## config.mk

```make
export PLATFORM = sky130hd
export DESIGN_NAME = irq_pending_latch_flat
export DESIGN_NICKNAME = d
export VERILOG_FILES = /design/src/rtl/irq_pending_latch_if.sv /design/src/rtl/irq_pending_latch.sv /design/src/flat_wrapper.sv
export SDC_FILE = /design/constraint.sdc
export NUM_CORES = 1
export LEC_CHECK = 0
export BUFFER_PORTS_ARGS = -buffer_cell sky130_fd_sc_hd__buf_4
export CORE_MARGIN = 2
export CORE_UTILIZATION = 56
export DETAILED_ROUTE_END_ITERATION = 12
export PLACE_DENSITY = 0.82
export SETUP_SLACK_MARGIN = 0.3
export SLEW_MARGIN = 25
export SYNTH_ARGS = -nofsm -noshare
export SYNTH_HDL_FRONTEND = slang
export SYNTH_SLANG_ARGS = --single-unit
```

## constraint.sdc

```tcl
create_clock -name clk -period 2 [get_ports clk]
set_input_delay 0.2 -clock clk [delete_from_list [all_inputs] [get_ports clk]]
set_output_delay 0.2 -clock clk [all_outputs]
set_load 0.005 [all_outputs]
```

## src/rtl/irq_pending_latch_if.sv

```systemverilog
// rtl/irq_pending_latch_if.sv - request/acknowledge bus between pending latch and encoder
//   req_vec   : frozen pending & ~mask snapshot (master -> slave)
//   req_valid : req_vec is valid and held stable (master -> slave)
//   req_ack   : consumer has serviced ack_idx (slave -> master)
//   ack_idx   : index being acknowledged (slave -> master)
//   ack_err   : one-cycle pulse, ack named a bit not set in req_vec (master -> slave)
interface irq_pending_latch_if #(
  parameter int N = 8
);
  localparam int IW = (N > 1) ? $clog2(N) : 1;

  logic [N-1:0]  req_vec;
  logic          req_valid;
  logic          req_ack;
  logic [IW-1:0] ack_idx;
  logic          ack_err;

  modport master (
    output req_vec,
    output req_valid,
    output ack_err,
    input  req_ack,
    input  ack_idx
  );

  modport slave (
    input  req_vec,
    input  req_valid,
    input  ack_err,
    output req_ack,
    output ack_idx
  );
endinterface

```

## src/rtl/irq_pending_latch.sv

```systemverilog
// rtl/irq_pending_latch.sv - edge-detecting pending latch feeding the priority encoder
//   clk      : single clock, rising edge
//   rst_n    : asynchronous active-low reset
//   irq_in   : raw asynchronous interrupt lines, rising-edge triggered
//   mask_we  : load mask_in into the mask register
//   mask_in  : mask value, 1 = line masked
//   bus      : request/acknowledge bus (irq_pending_latch_if.master)
//   ovf      : sticky lost-edge flags (only with IRQ_OVF_EN defined, else 0)
//   ovf_clr  : clears all ovf bits (ignored without IRQ_OVF_EN)
// Optional feature macro: IRQ_OVF_EN
module irq_pending_latch #(
  parameter int N           = 8,
  parameter int SYNC_STAGES = 2
) (
  input  logic                 clk,
  input  logic                 rst_n,
  input  logic [N-1:0]         irq_in,
  input  logic                 mask_we,
  input  logic [N-1:0]         mask_in,
  irq_pending_latch_if.master  bus,
  output logic [N-1:0]         ovf,
  input  logic                 ovf_clr
);
  localparam int IW = (N > 1) ? $clog2(N) : 1;

  typedef enum logic {
    IDLE    = 1'b0,
    PRESENT = 1'b1
  } state_t;

  state_t       state_q, state_d;
  logic [N-1:0] sync_q [SYNC_STAGES];
  logic [N-1:0] sync_dly_q;
  logic [N-1:0] rise;
  logic [N-1:0] pending_q, pending_d;
  logic [N-1:0] mask_q;
  logic [N-1:0] avail;
  logic [N-1:0] req_vec_q, req_vec_d;
  logic         req_valid_q, req_valid_d;
  logic         ack_err_q, ack_err_d;
  logic [N-1:0] ack_onehot;
  logic         ack_hit;
  logic [N-1:0] clr;

  // Synchronizer chain plus one delay flop for edge detection. Because the
  // delay flop resets to 0, a line already high at reset release is seen as a rise.
  always_ff @(posedge clk or negedge rst_n) begin
    if (!rst_n) begin
      for (int s = 0; s < SYNC_STAGES; s++) begin
        sync_q[s] <= '0;
      end
      sync_dly_q <= '0;
    end else begin
      sync_q[0] <= irq_in;
      for (int s = 1; s < SYNC_STAGES; s++) begin
        sync_q[s] <= sync_q[s-1];
      end
      sync_dly_q <= sync_q[SYNC_STAGES-1];
    end
  end

  assign rise  = sync_q[SYNC_STAGES-1] & ~sync_dly_q;
  assign avail = pending_q & ~mask_q;

  // Out-of-range ack_idx values decode to an all-zero one-hot, so they can
  // never hit req_vec and naturally fall into the ack_err path.
  always_comb begin
    ack_onehot = '0;
    for (int i = 0; i < N; i++) begin
      ack_onehot[i] = (bus.ack_idx == IW'(i));
    end
  end

  assign ack_hit = |(ack_onehot & req_vec_q);

  always_comb begin
    state_d     = state_q;
    req_vec_d   = req_vec_q;
    req_valid_d = req_valid_q;
    ack_err_d   = 1'b0;
    clr         = '0;
    case (state_q)
      IDLE: begin
        // req_ack is deliberately ignored here.
        if (|avail) begin
          state_d     = PRESENT;
          req_vec_d   = avail;
          req_valid_d = 1'b1;
        end
      end
      PRESENT: begin
        if (bus.req_ack) begin
          if (ack_hit) begin
            clr = ack_onehot;
          end else begin
            ack_err_d = 1'b1;
          end
          state_d     = IDLE;
          req_vec_d   = '0;
          req_valid_d = 1'b0;
        end
      end
      default: begin
        state_d     = IDLE;
        req_vec_d   = '0;
        req_valid_d = 1'b0;
      end
    endcase
  end

  // A new edge on the bit being cleared wins: it is ORed in after the clear.
  assign pending_d = (pending_q & ~clr) | rise;

  always_ff @(posedge clk or negedge rst_n) begin
    if (!rst_n) begin
      state_q     <= IDLE;
      pending_q   <= '0;
      mask_q      <= '0;
      req_vec_q   <= '0;
      req_valid_q <= 1'b0;
      ack_err_q   <= 1'b0;
    end else begin
      state_q     <= state_d;
      pending_q   <= pending_d;
      req_vec_q   <= req_vec_d;
      req_valid_q <= req_valid_d;
      ack_err_q   <= ack_err_d;
      if (mask_we) begin
        mask_q <= mask_in;
      end
    end
  end

  assign bus.req_vec   = req_vec_q;
  assign bus.req_valid = req_valid_q;
  assign bus.ack_err   = ack_err_q;

`ifdef IRQ_OVF_EN
  logic [N-1:0] ovf_q;

  // An edge is lost when the bit is already pending and is not being
  // cleared this cycle. A fresh overflow beats ovf_clr in the same cycle.
  always_ff @(posedge clk or negedge rst_n) begin
    if (!rst_n) begin
      ovf_q <= '0;
    end else begin
      ovf_q <= (ovf_clr ? '0 : ovf_q) | (rise & pending_q & ~clr);
    end
  end

  assign ovf = ovf_q;
`else
  logic unused_ovf_clr;

  assign unused_ovf_clr = ovf_clr;
  assign ovf            = '0;
`endif

endmodule

```

## src/flat_wrapper.sv

```systemverilog
// flat-port wrapper written by rule: the top's interface ports become plain ports
module irq_pending_latch_flat 
#(
  parameter int N           = 8,
  parameter int SYNC_STAGES = 2
)
  (clk, rst_n, irq_in, mask_we, mask_in, ovf, ovf_clr, bus_req_vec, bus_req_valid, bus_ack_err, bus_req_ack, bus_ack_idx);
  irq_pending_latch_if #(.N(N)) bus_i ();
  input  logic clk;
  input  logic rst_n;
  input  logic [N-1:0] irq_in;
  input  logic mask_we;
  input  logic [N-1:0] mask_in;
  output logic [N-1:0] ovf;
  input  logic ovf_clr;
  output wire logic [$bits(bus_i.req_vec)-1:0] bus_req_vec;
  output wire logic [$bits(bus_i.req_valid)-1:0] bus_req_valid;
  output wire logic [$bits(bus_i.ack_err)-1:0] bus_ack_err;
  input wire logic [$bits(bus_i.req_ack)-1:0] bus_req_ack;
  input wire logic [$bits(bus_i.ack_idx)-1:0] bus_ack_idx;
  assign bus_req_vec = bus_i.req_vec;
  assign bus_req_valid = bus_i.req_valid;
  assign bus_ack_err = bus_i.ack_err;
  assign bus_i.req_ack = bus_req_ack;
  assign bus_i.ack_idx = bus_ack_idx;
  irq_pending_latch #(.N(N), .SYNC_STAGES(SYNC_STAGES)) u_core (.clk(clk), .rst_n(rst_n), .irq_in(irq_in), .mask_we(mask_we), .mask_in(mask_in), .bus(bus_i), .ovf(ovf), .ovf_clr(ovf_clr));
endmodule
```

==> qor.yml <==
drtPass1Iterations: 5
synth_top_family_by_area: "simple AND/OR/NAND/NOR gates"
root_buffer: "clkbuf_4"
dieHeight_um: 62.5
startpoint: "u_core.pending_q[5]$_DFF_PN0_"
power.density_nw_per_um2: 830
hold_class: "in -> reg"
avgSynthCellArea_um2: 13.9
netlist_instances: 138
status: "finished, final reports clean"
drive_above_1_share: 0.275
grt_overflow: 0
rsz0062_at_grt: "false"
grt_max_degree: 52
grt_pass1_vias: 1166
crit_end: "u_core.bus.req_vec[2]$_DFFE_PN0P_"
critPathRequiredTime_ns: 2.30
synthFlopType: "dfrtp_1"
reg2reg_slack_ns: 0.55
cts_max_level: 2
cp.arrival_ns: 1.74
drt_iter0_markers: 50
dpl-instance-area_um2: 2150
r2r-start: "u_core.pending_q[5]$_DFF_PN0_"
synth_xor_area_frac: 0
nNetsFinal: 206
initial_utilization: 0.579
r2r_cells: 4
rows: 21
critPathKind: "reg -> reg"
rr_endpoint: "u_core.bus.req_vec[2]$_DFFE_PN0P_"
synth_warnings: 0
synth-adder-area-share: 0
track_usage: 0.184
drt-vias-per-instance: 5.17
io_pins: 42
max_freq_mhz: 691
worst_pin_slew_ns: 0.602
clk_path_buf_depth: 2
drt-total-wl_um: 3190
period_share: 0.723
cts.clk_slew.worst_paths_ns: 0.14
remaining_drc_errors: 0
tritoncts: "built"
skew_ns: 0.0176
synth_cell_types: 28
ys_ff_latch: 51
drtAntennaViolNets: 0
vias: 1178
place_hpwl_um: 2330
setup_tns_ns: 0
synthToLayoutAreaGrowth_pct: 20.7
fin_crit_ns: 1.45
critical_path.max_fanout: 8
cts.sinks: 51
antenna_found_initial: 0
power.leakage_nw: 1.08
setup_violations: 0
cts_resized: 0
synth.area.mux_share: 0.0685
io_buffers: 32
grt_pass1_wl_um: 5460
relSlewSlack: 0.598
diodes: 0
synth_seq_area_share: 0.665
endpoint_kind: "flop"
critPathLaunchType: "flop"
place_congestion: 0.865
max_cap_viol_count: 0
drt-wirelength-per-cell_um: 14.0
cts_setup_buffers: 0
dieArea_um2: 3910
synth_edf_count: 0
clk_latency_ns: 0.37
vdd_drop_max_v: 0.000617
async_reset_ff_frac: 1.00
yosys.area_share.simple: 0.104
cts_made_buffers: 5
synth_compound_area_frac: 0.0920
hold_ws_ns: 0.0497
finalInstanceArea_um2: 2310
core_um2: 3310
synth_area_um2: 1920
die_w_um: 62.5
hold_viol: 0
drv_slew: 0
==> report_power, final <==
| group | internal [mW] | switching, mW |
|---|---|---|
| sequential | 1.10 | 0.0408 |
| clock | 0.256 | 0.297 |
| combinational | 0.120 | 0.107 |
==> synth_stat cells, types with 2 or more instances <==
library cell	count	area, µm²
mux2i_1	3	30.0
a22o_1	6	52.6
nand2_1	6	22.5
inv_1	8	30.0
dfrtp_1	51	1280
buf_4	8	60.1
o41ai_1	2	17.5
o21ai_1	2	10.0
nand4_1	5	31.3
clkbuf_1	2	7.51
o2bb2ai_1	8	70.1
mux2_2	8	90.1
nand2b_1	10	62.6
nor2_1	5	18.8
==> how the worst min path moves through the flow <==
| stage | start | end | slack [ns] | cells past startpoint |
|---|---|---|---|---|
| 5_1_grt | mask_in[1] | u_core.mask_q[1]$_DFFE_PN0P_ | 0.02 | 2 |
| 3_3_place_gp | rst_n | u_core.sync_q[15]$_DFF_PN0_ | 0.24 | 1 |
| 6_report | mask_in[1] | u_core.mask_q[1]$_DFFE_PN0P_ | 0.05 | 2 |
| 4_1_cts | mask_in[1] | u_core.mask_q[1]$_DFFE_PN0P_ | 0.03 | 2 |
| 3_5_place_dp | rst_n | u_core.sync_q[15]$_DFF_PN0_ | 0.25 | 1 |
| 2_1_floorplan | rst_n | u_core.bus.ack_err$_DFF_PN0_ | -0.1 | 0 |
==> cell families after synthesis <==
| family | Yosys count |
|---|---|
| AOI/OAI and AO/OA | 20 |
| other | 1 |
| and+or+nand+nor | 34 |
| muxes | 12 |
| DFF | 51 |
| buffers and inverters | 20 |
==> area by class of cell <==
cell class	instances	area [µm²]
Tap cell	46	57.6
Clock buffer	5	37.5
Sequential cell	51	1280
Timing Repair Buffer	42	338
Fill cell	255	996
Clock inverter	2	37.5
Multi-Input combinational cell	74	538
Inverter	8	30.0
==> cell usage in the layout (no fill, tap or decap), drive strengths merged, types with 2 or more instances in the layout <==
master and n:
buf 33, dlygate4sd3 9, dfrtp 51, o41ai 2
o21ai 3, nand2 6, nor2 6, o2bb2ai 8
nand2b 10, mux2i 3, a22o 6, clkbuf 5
inv 8, mux2 9, conb 8, nand4 5
==> registers in the layout, indices dropped and copies added, names as in the netlist <==
register,cells
u_core.sync_q,16
u_core.bus.req_vec,8
u_core.mask_q,8
u_core.pending_q,8
u_core.sync_dly_q,8
u_core.bus.ack_err,1
u_core.bus.req_valid,1
u_core.state_q,1
==> metal layers <==
layer | vias up | wire (µm) | GRT usage | share of wire
met5 | - | 0 | 0 | 0
met4 | 0 | 70 | 0.0889 | 0.022
met3 | 6 | 224 | 0.0613 | 0.070
met2 | 50 | 1520 | 0.284 | 0.48
met1 | 573 | 1370 | 0.235 | 0.43
li1 | 549 | - | - | -
==> repair_timing <==
action,CTS,global route
setup endpoints to repair,0,0
endpoints found under the hold margin,59,0
hold buffers,9,0
==> worst max-delay path: stages, from the launching register on <==
cell,delay (ns)
dfrtp_1,0.41
nand2b_1,0.11
nand4_1,0.19
o31ai_4,0.47
o2bb2ai_1,0.19
==> metrics by stage <==
step | cells | setup slack (ns) | power, mW | util
floorplan | 145 | 0.753 | 1.27 | -
global placement | 212 | 0.653 | 1.36 | 0.649
detailed placement | 212 | 0.588 | 1.38 | 0.649
CTS | 228 | 0.545 | 1.95 | 0.699
global route | 228 | 0.440 | 2.02 | 0.699
finish | 228 | 0.554 | 1.92 | 0.699
Power figures use the tool's default switching activity.
